### src/rtl/inv_sub_bytes_serial.sv
`timescale 1ns/1ps
// inv_sub_bytes_serial: low-area AES inverse SubBytes engine.
// Accepts a 128-bit state, substitutes BYTES_PER_CYCLE bytes per clock through
// shared inverse S-boxes, then presents the result over a valid/ready handshake.
// Optional macro INV_CHECK_EN adds forward S-box self-check with a sticky err port.
// Ports:
//   clk, rst_n            clock, async active-low reset
//   in_valid/in_ready     input handshake; in_ready high only when idle
//   in_state[127:0]       byte 0 = [127:120], byte 15 = [7:0]
//   out_valid/out_ready   output handshake
//   out_state[127:0]      inverse-substituted state, same byte order
//   busy                  high while substituting or holding a result
//   err                   (INV_CHECK_EN only) forward re-check mismatch, sticky
module inv_sub_bytes_serial #(
    parameter int unsigned BYTES_PER_CYCLE = 1
) (
    input  logic         clk,
    input  logic         rst_n,
    input  logic         in_valid,
    output logic         in_ready,
    input  logic [127:0] in_state,
    output logic         out_valid,
    input  logic         out_ready,
    output logic [127:0] out_state,
    output logic         busy
`ifdef INV_CHECK_EN
    ,
    output logic         err
`endif
);

    localparam int unsigned N        = 16 / BYTES_PER_CYCLE;
    localparam int unsigned CNT_W    = (N > 1) ? $clog2(N) : 1;
    localparam logic [CNT_W-1:0] CNT_LAST = CNT_W'(N - 1);

    typedef enum logic [1:0] {IDLE, RUN, DONE} state_e;

    state_e             state_q, state_nxt;
    logic [CNT_W-1:0]   cnt_q, cnt_nxt;
    logic [127:0]       work_q, work_nxt;
    logic               in_ready_nxt, out_valid_nxt, busy_nxt;
    int unsigned        idx;
    logic [7:0]         orig_b;
`ifdef INV_CHECK_EN
    logic               err_nxt;
`endif

    // GF(2^8) multiply modulo x^8+x^4+x^3+x+1
    function automatic logic [7:0] gf_mul(input logic [7:0] a, input logic [7:0] b);
        logic [7:0] p;
        logic [7:0] x;
        p = 8'h00;
        x = a;
        for (int i = 0; i < 8; i++) begin
            if (b[i]) p = p ^ x;
            x = {x[6:0], 1'b0} ^ (x[7] ? 8'h1b : 8'h00);
        end
        return p;
    endfunction

    // Multiplicative inverse as x^254; zero maps to zero naturally
    function automatic logic [7:0] gf_inv(input logic [7:0] x);
        logic [7:0] acc;
        logic [7:0] sq;
        acc = 8'h01;
        sq  = x;
        for (int i = 0; i < 7; i++) begin
            sq  = gf_mul(sq, sq);
            acc = gf_mul(acc, sq);
        end
        return acc;
    endfunction

    // Inverse affine transform followed by field inversion
    function automatic logic [7:0] inv_sbox(input logic [7:0] x);
        logic [7:0] a;
        a = {x[6:0], x[7]} ^ {x[4:0], x[7:5]} ^ {x[1:0], x[7:2]} ^ 8'h05;
        return gf_inv(a);
    endfunction

`ifdef INV_CHECK_EN
    // Forward S-box used to re-derive the original byte
    function automatic logic [7:0] fwd_sbox(input logic [7:0] x);
        logic [7:0] b;
        b = gf_inv(x);
        return b ^ {b[6:0], b[7]} ^ {b[5:0], b[7:6]} ^ {b[4:0], b[7:5]}
                 ^ {b[3:0], b[7:4]} ^ 8'h63;
    endfunction
`endif

    // State and datapath registers
    always_ff @(posedge clk or negedge rst_n) begin
        if (!rst_n) begin
            state_q   <= IDLE;
            cnt_q     <= '0;
            work_q    <= '0;
            in_ready  <= 1'b1;
            out_valid <= 1'b0;
            busy      <= 1'b0;
`ifdef INV_CHECK_EN
            err       <= 1'b0;
`endif
        end else begin
            state_q   <= state_nxt;
            cnt_q     <= cnt_nxt;
            work_q    <= work_nxt;
            in_ready  <= in_ready_nxt;
            out_valid <= out_valid_nxt;
            busy      <= busy_nxt;
`ifdef INV_CHECK_EN
            err       <= err_nxt;
`endif
        end
    end

    // Next-state, chunk substitution and registered-output decode
    always_comb begin
        state_nxt = state_q;
        cnt_nxt   = cnt_q;
        work_nxt  = work_q;
        idx       = 0;
        orig_b    = 8'h00;
`ifdef INV_CHECK_EN
        err_nxt   = err;
`endif
        case (state_q)
            IDLE: begin
                if (in_valid && in_ready) begin
                    work_nxt  = in_state;
                    cnt_nxt   = '0;
                    state_nxt = RUN;
`ifdef INV_CHECK_EN
                    err_nxt   = 1'b0;
`endif
                end
            end
            RUN: begin
                for (int b = 0; b < int'(BYTES_PER_CYCLE); b++) begin
                    idx    = 32'(cnt_q) * BYTES_PER_CYCLE + 32'(b);
                    orig_b = work_q[8*(15 - idx) +: 8];
                    work_nxt[8*(15 - idx) +: 8] = inv_sbox(orig_b);
`ifdef INV_CHECK_EN
                    if (fwd_sbox(work_nxt[8*(15 - idx) +: 8]) != orig_b) err_nxt = 1'b1;
`endif
                end
                if (cnt_q == CNT_LAST) begin
                    cnt_nxt   = '0;
                    state_nxt = DONE;
                end else begin
                    cnt_nxt = cnt_q + CNT_W'(1);
                end
            end
            DONE: begin
                if (out_ready) state_nxt = IDLE;
            end
            default: state_nxt = IDLE;
        endcase
        in_ready_nxt  = (state_nxt == IDLE);
        out_valid_nxt = (state_nxt == DONE);
        busy_nxt      = (state_nxt != IDLE);
    end

    assign out_state = work_q;

endmodule

### config.mk
export PLATFORM = sky130hd
export DESIGN_NAME = inv_sub_bytes_serial
export DESIGN_NICKNAME = d
export VERILOG_FILES = /design/src/rtl/inv_sub_bytes_serial.sv
export SDC_FILE = /design/constraint.sdc
export NUM_CORES = 1
export LEC_CHECK = 0
export CAP_MARGIN = 5
export CORE_MARGIN = 2
export CORE_UTILIZATION = 40
export CTS_CLUSTER_DIAMETER = 40
export DETAILED_ROUTE_END_ITERATION = 8
export GPL_TIMING_DRIVEN = 0
export SLEW_MARGIN = 15
export SYNTH_ARGS = -nofsm -noshare
export SYNTH_HDL_FRONTEND = slang
export SYNTH_SLANG_ARGS = --single-unit
### constraint.sdc
create_clock -name clk -period 15.6 [get_ports clk]
set_clock_uncertainty 0.1 [all_clocks]
set_input_delay 3.12 -clock clk [delete_from_list [all_inputs] [get_ports clk]]
set_output_delay 3.12 -clock clk [all_outputs]
set_load 0.005 [all_outputs]
# Yosys cells after proc, flatten, opt, wreduce, memory -nomap -nowiden

Cells that the tools add are included.

Input bits: 132
Bits in registers: 137
Output and inout bits: 131

Mux-type cells: 325
Add/sub/neg operators: 3
Shift operators: 3
Bitwise logic cells: 192
Eq/ne operators: 5
Reduce and logical (&&, ||, !) cells: 6

Operators by type and width:

| cell                                                    | number |
|---|---|
| two-way mux 8 bit                                       | 217 |
| bitwise XOR 8 bit                                       | 93 |
| bitwise XOR 8 x 5 -> 8 bit                              | 91 |
| two-way mux 5 bit                                       | 92 |
| one-hot mux 128 bit (2 select lines)                    | 1 |
| bitwise mux 128 bit                                     | 1 |
| two-way mux 128 bit                                     | 1 |
| variable shift 8 x 34 -> 128 bit (first input constant) | 1 |
| variable part select 128 x 33 -> 8 bit                  | 1 |
| variable part select 8 x 34 -> 128 bit                  | 1 |
| negation 32 -> 34 bit                                   | 1 |
| two-way mux 4 bit                                       | 3 |
| two-way mux 2 bit                                       | 4 |
| one-hot mux 4 bit (2 select lines)                      | 1 |
| two-way mux 7 bit                                       | 1 |
| NOT 1 bit                                               | 7 |
| two-way mux 6 bit                                       | 1 |
| one-hot mux 2 bit (3 select lines)                      | 1 |
| subtractor 4 x 4 -> 5 bit (first input constant)        | 1 |
| adder 4 x 1 -> 4 bit (second input constant)            | 1 |
| == test 2 bit (second input constant)                   | 2 |
| == test 4 bit (second input constant)                   | 1 |
| zero test 2 bit                                         | 2 |
| nonzero test 2 bit                                      | 2 |
| other kinds (7)                                         | 7 |

# Logic depth before layout (Yosys ltp)

Word-level depth: 192
Depth in mapped cells: 78
Mapped depth without buffers: 63

# Worst setup path before layout

Ideal clock, no wire load.

Path kind: reg2reg
Start: register cnt_q[0]
End: register work_q[124], in the netlist out_state[124]
Cell stages (with the launch flop): 72
Arrival: 16.686 ns
Setup slack: -1.312 ns
Clock period less this slack: 16.912 ns
Path through: dfrtp_1 buf_6 buf_6 buf_6 mux4_2 nand2_1 nand4_2 xnor2_2 xnor2_1 ha_1 clkbuf_1 nor4_1 nor4_1 nand3_1 mux2i_1 mux2i_1 a211oi_1 xnor3_1 [36 not listed] nand3_1 o311ai_1 nor4_1 xnor2_1 o31a_1 and4_1 or3_1 a32oi_2 o22ai_2 a21oi_1 o22ai_1 xnor2_2 xnor3_1 mux2_2 o22ai_1 xor2_1 xnor3_1 a221o_1

Word-level cells in the longest chain between the ends: 192
Elaborated cells between the ends (all ways): 507
Classes of those cells: add/sub: 2; shift: 3; mux: 317; bitwise: 185

Ends and longest elaborated chain:

| what                                     | RTL line | source |
|---|---|---|
| start: declaration                       | 39       | `logic [CNT_W-1:0] cnt_q, cnt_nxt;` |
| start signal: assignment                 | 105      | `cnt_q <= cnt_nxt;` |
| subtractor 4 x 4 -> 5 bit (*)            | 140, 141 |  |
| variable part select 128 x 33 -> 8 bit   | 140      | `orig_b = work_q[8*(15 - idx) +: 8];` |
| bitwise XOR 8 bit (2 in a row)           | 77       | `a = {x[6:0], x[7]} ^ {x[4:0], x[7:5]} ^ {x[1:0], x[7:2]} ^ 8'h05;` |
| NOT 2 bit (no line)                      | -        |  |
| two-way mux 8 bit                        | 55       | `if (b[i]) p = p ^ x;` |
| two-way mux 8 bit                        | 126      | `case (state_q)` |
| bitwise XOR 8 bit                        | 55       |  |
| two-way mux 8 bit                        | 55       |  |
| [175 not listed]                         | -        |  |
| two-way mux 8 bit                        | 55       |  |
| two-way mux 8 bit                        | 126      |  |
| bitwise XOR 8 bit                        | 55       |  |
| two-way mux 8 bit                        | 55       |  |
| two-way mux 8 bit                        | 126      |  |
| variable part select 8 x 34 -> 128 bit   | 141      | `work_nxt[8*(15 - idx) +: 8] = inv_sbox(orig_b);` |
| bitwise mux 128 bit (*)                  | 141      |  |
| one-hot mux 128 bit (2 select lines) (*) | 126      |  |
| end signal: assignment                   | 106      | `work_q <= work_nxt;` |
| end: declaration                         | 40       | `logic [127:0] work_q, work_nxt;` |

Every way passes the cells marked *; elsewhere a longest branch is shown, timed or not. The select of a mux whose other input is x is not followed.
A chain may end at the register's enable or synchronous reset.

# Worst setup path after layout

Ends and elaborated chain as after synthesis.

==> run metrics <==
Yosys reg bits=137; Clock Sinks=roughly 140; layout cells sized above 1=32.5%; worst reg2reg setup slack=-0.73 ns; Seq/Total Area, Yosys=around 15%; Rel. slew slack=between 6 and 7%; hold_ws=about 0.44 ns; WL per Instance=roughly 25 um; Avg Inst Size Synth=about 7.9 sq um; IO buf count=262; Min Clock Period, post-route=roughly 16 ns; failing checks=setup timing; Routed Antenna Nets=0; die area=roughly 60000 sq um; H-tree depth=4; status=finished, violations left; clock insertion delay at the later pin of the skew report=around 0.45 ns; CP max-delay cell=mux4_2; Congestion Overflow GR=0; fin crit share=105%; Detail Placement HPWL=roughly 75000 um; Die Wd=between 200 and 250 um; ys flop type=dfrtp_1; initial antenna violation count=6; # nets final=roughly 3700; WL met1=~44000 um; number of placed instances, taps included=3916; number of fill cells=about 4700; Crit path arrival time=~17 ns; Synth Instances=2897; via count=roughly 27000; Critical Path Sink Type=flip-flop; Synth Net Count=about 3000; Setup CP Type=flip-flop to flip-flop; largest net degree at the start of global routing=85; global placer's final weighted congestion=between 0.9 and 1; total wire length=around 110000 um; Die Ht=between 200 and 250 um; Mapped Area=~23000 sq um; Num CTS Buffers=17; CTS Root Cell=clkbuf_16; largest fanout on the critical path=7; # Max-Cap Violations=0; met3 WL=roughly 9800 um; Worst-path clk slew=about 0.060 ns; worst hold path type=flip-flop to flip-flop; DRC Markers=0; Yosys Warn Count=0; Boundary Pins=about 260; final hold violations=0; Final Max Tran Viols=0; CP max stage delay=roughly 0.56 ns; starting density of the core=a little over 40%; worst slew pin tran=1.40 ns; PnR worst setup slack=-0.727 ns; first-pass GRT wire length=158000 um; num rows=slightly below 90; Layout area overhead=52.4%; critical path's most frequent cell=buf_6; met2 routed WL=between 40000 and 50000 um; Netlist cell types=109; RSZ-0062 raised after global routing=true; DRT Pass-1 Iters=8; critical path required time=about 16 ns; f_max=between 60 and 70 MHz; Non-Filler Instances=4296; DR top layer=met5; EDFF count, synth=0; vias in the first global route=about 25000; Post-synth ARST share=between 90% and 100%; Max clock buf depth=2; Initial DRC Count=3068; Core Footprint=56500 sq um; CTS tree=yes; final setup vio count=about 130; Vias per Instance=about 6.2; crit start category=flip-flop; GRT Overall Usage=34.5%
cell usage after synthesis (all sizes together), types with 74 or more instances:
cell type	count	area (sq um)
nand2	239	902
o21ai	115	576
nor3	81	425
mux2i	85	851
clkbuf	137	514
a21oi	224	1150
xnor3	76	1720
xor2	107	1010
xnor2	424	4120
dfrtp	136	3400
nor2	436	1660
a211oi	124	936
buf	74	412
state kept, by name, summed over array words and instances (netlist names):
name	cells
out_state	128
cnt_q	4
state_q	2
busy	1
in_ready	1
out_valid	1
logic make-up (layout without fill, tap and decap cells):
group                    Yosys count  count (layout)  synth area share, %
other                              0               3                    0
adder cells (fa/ha/maj)           12              12                0.645
AO/OA/AOI/OAI                    736             736                 21.5
multiplexers                     127             127                 7.06
XOR/XNOR                         613             614                 30.6
buffers and inverters            245             884                 4.60
AND/OR/NAND/NOR                 1027            1027                 20.6
flip-flops                       137             137                 15.0
final timing paths:
| kind | start | endpoint | depth (start not counted) |
|---|---|---|---|
| setup / recovery | cnt_q[0] | out_state[124] | 75 |
| hold / removal | out_state[14] | out_state[14] | 2 |
| setup reg to reg | cnt_q[0] | out_state[124] | 75 |
| hold reg to reg | out_state[14] | out_state[14] | 2 |
| max in group asynchronous | rst_n | cnt_q[0] | 2 |
| min in group asynchronous | rst_n | out_state[83] | 1 |
metal layers:
layer  track usage, %  vias to the layer above
met4             11.2                        4
li1                 -                    11700
met3             5.59                      285
met5                0                        -
met2             55.8                     1519
met1             46.9                    13300
metrics by stage:
stage	cell area, sq um	utilization (%)	TNS [ns]	setup slack, ns
floorplan	23200	-	-0.000872	-0.000872
global placement	26800	47.5	-496.53	-4.46
detailed placement	26900	47.5	-525.07	-4.66
CTS	32700	58.0	-21.95	-0.331
global route	34900	61.8	-121.50	-1.08
finish	34900	61.8	-77.60	-0.727
critical path, delay by kind of cell (launching register included):
family / cells / cell delay [ns]
xor gates and xnor gates: 25 / 6.12
AOI/OAI and AO/OA: 14 / 2.90
buffers and inverters: 20 / 2.78
and+or+nand+nor: 11 / 2.19
muxes: 3 / 0.86
adders and majority gates: 2 / 0.73
DFF: 1 / 0.43
placed cells by master, fill, tap and decap left out, drive strengths merged, types with 13 or more instances in the layout:
master	synthesis	layout
or2	20	20
nand3	71	71
nor4	23	23
inv	31	30
xor2	107	107
nor3	81	81
or3	13	13
o21ai	115	115
clkbuf	137	156
buf	74	422
dfrtp	136	136
mux2i	85	85
xnor2	424	425
a211oi	124	124
a21oi	224	224
o221ai	16	16
mux4	26	26
and2	28	28
xnor3	76	76
nor2	436	436
nand4	21	21
and3	35	35
nand2b	13	13
nand2	239	239
o211ai	29	29
a31oi	13	13
a22oi	30	30
o22ai	31	31
clkdlybuf4s50	0	261
mux2	16	16
layout make-up:
| type | instances | area [sq um] | area share [%] |
|---|---|---|---|
| sequential | 137 | 3430 | 9.84 |
| multi-input combinational | 2516 | 22500 | 64.6 |
| clock buffer | 21 | 470 | 1.35 |
| antenna | 3 | 7.51 | 0.0215 |
| buffer | 203 | 1290 | 3.71 |
| inverter | 34 | 153 | 0.438 |
| clock inverter | 11 | 121 | 0.348 |
| timing repair buffer | 615 | 5920 | 17.0 |
| tap | 756 | 946 | 2.71 |
timing repair:
item / CTS / global route
buffers inserted: 253 / 99
gates resized for setup: 607 / 260
gates cloned: 4 / 1
pin swaps: 211 / 146
hold buffers: 0 / 0
setup endpoints to repair: 128 / 128
Power is not shown: default switching activity piles up to over one toggle a cycle in this logic, so the estimate is an artifact.
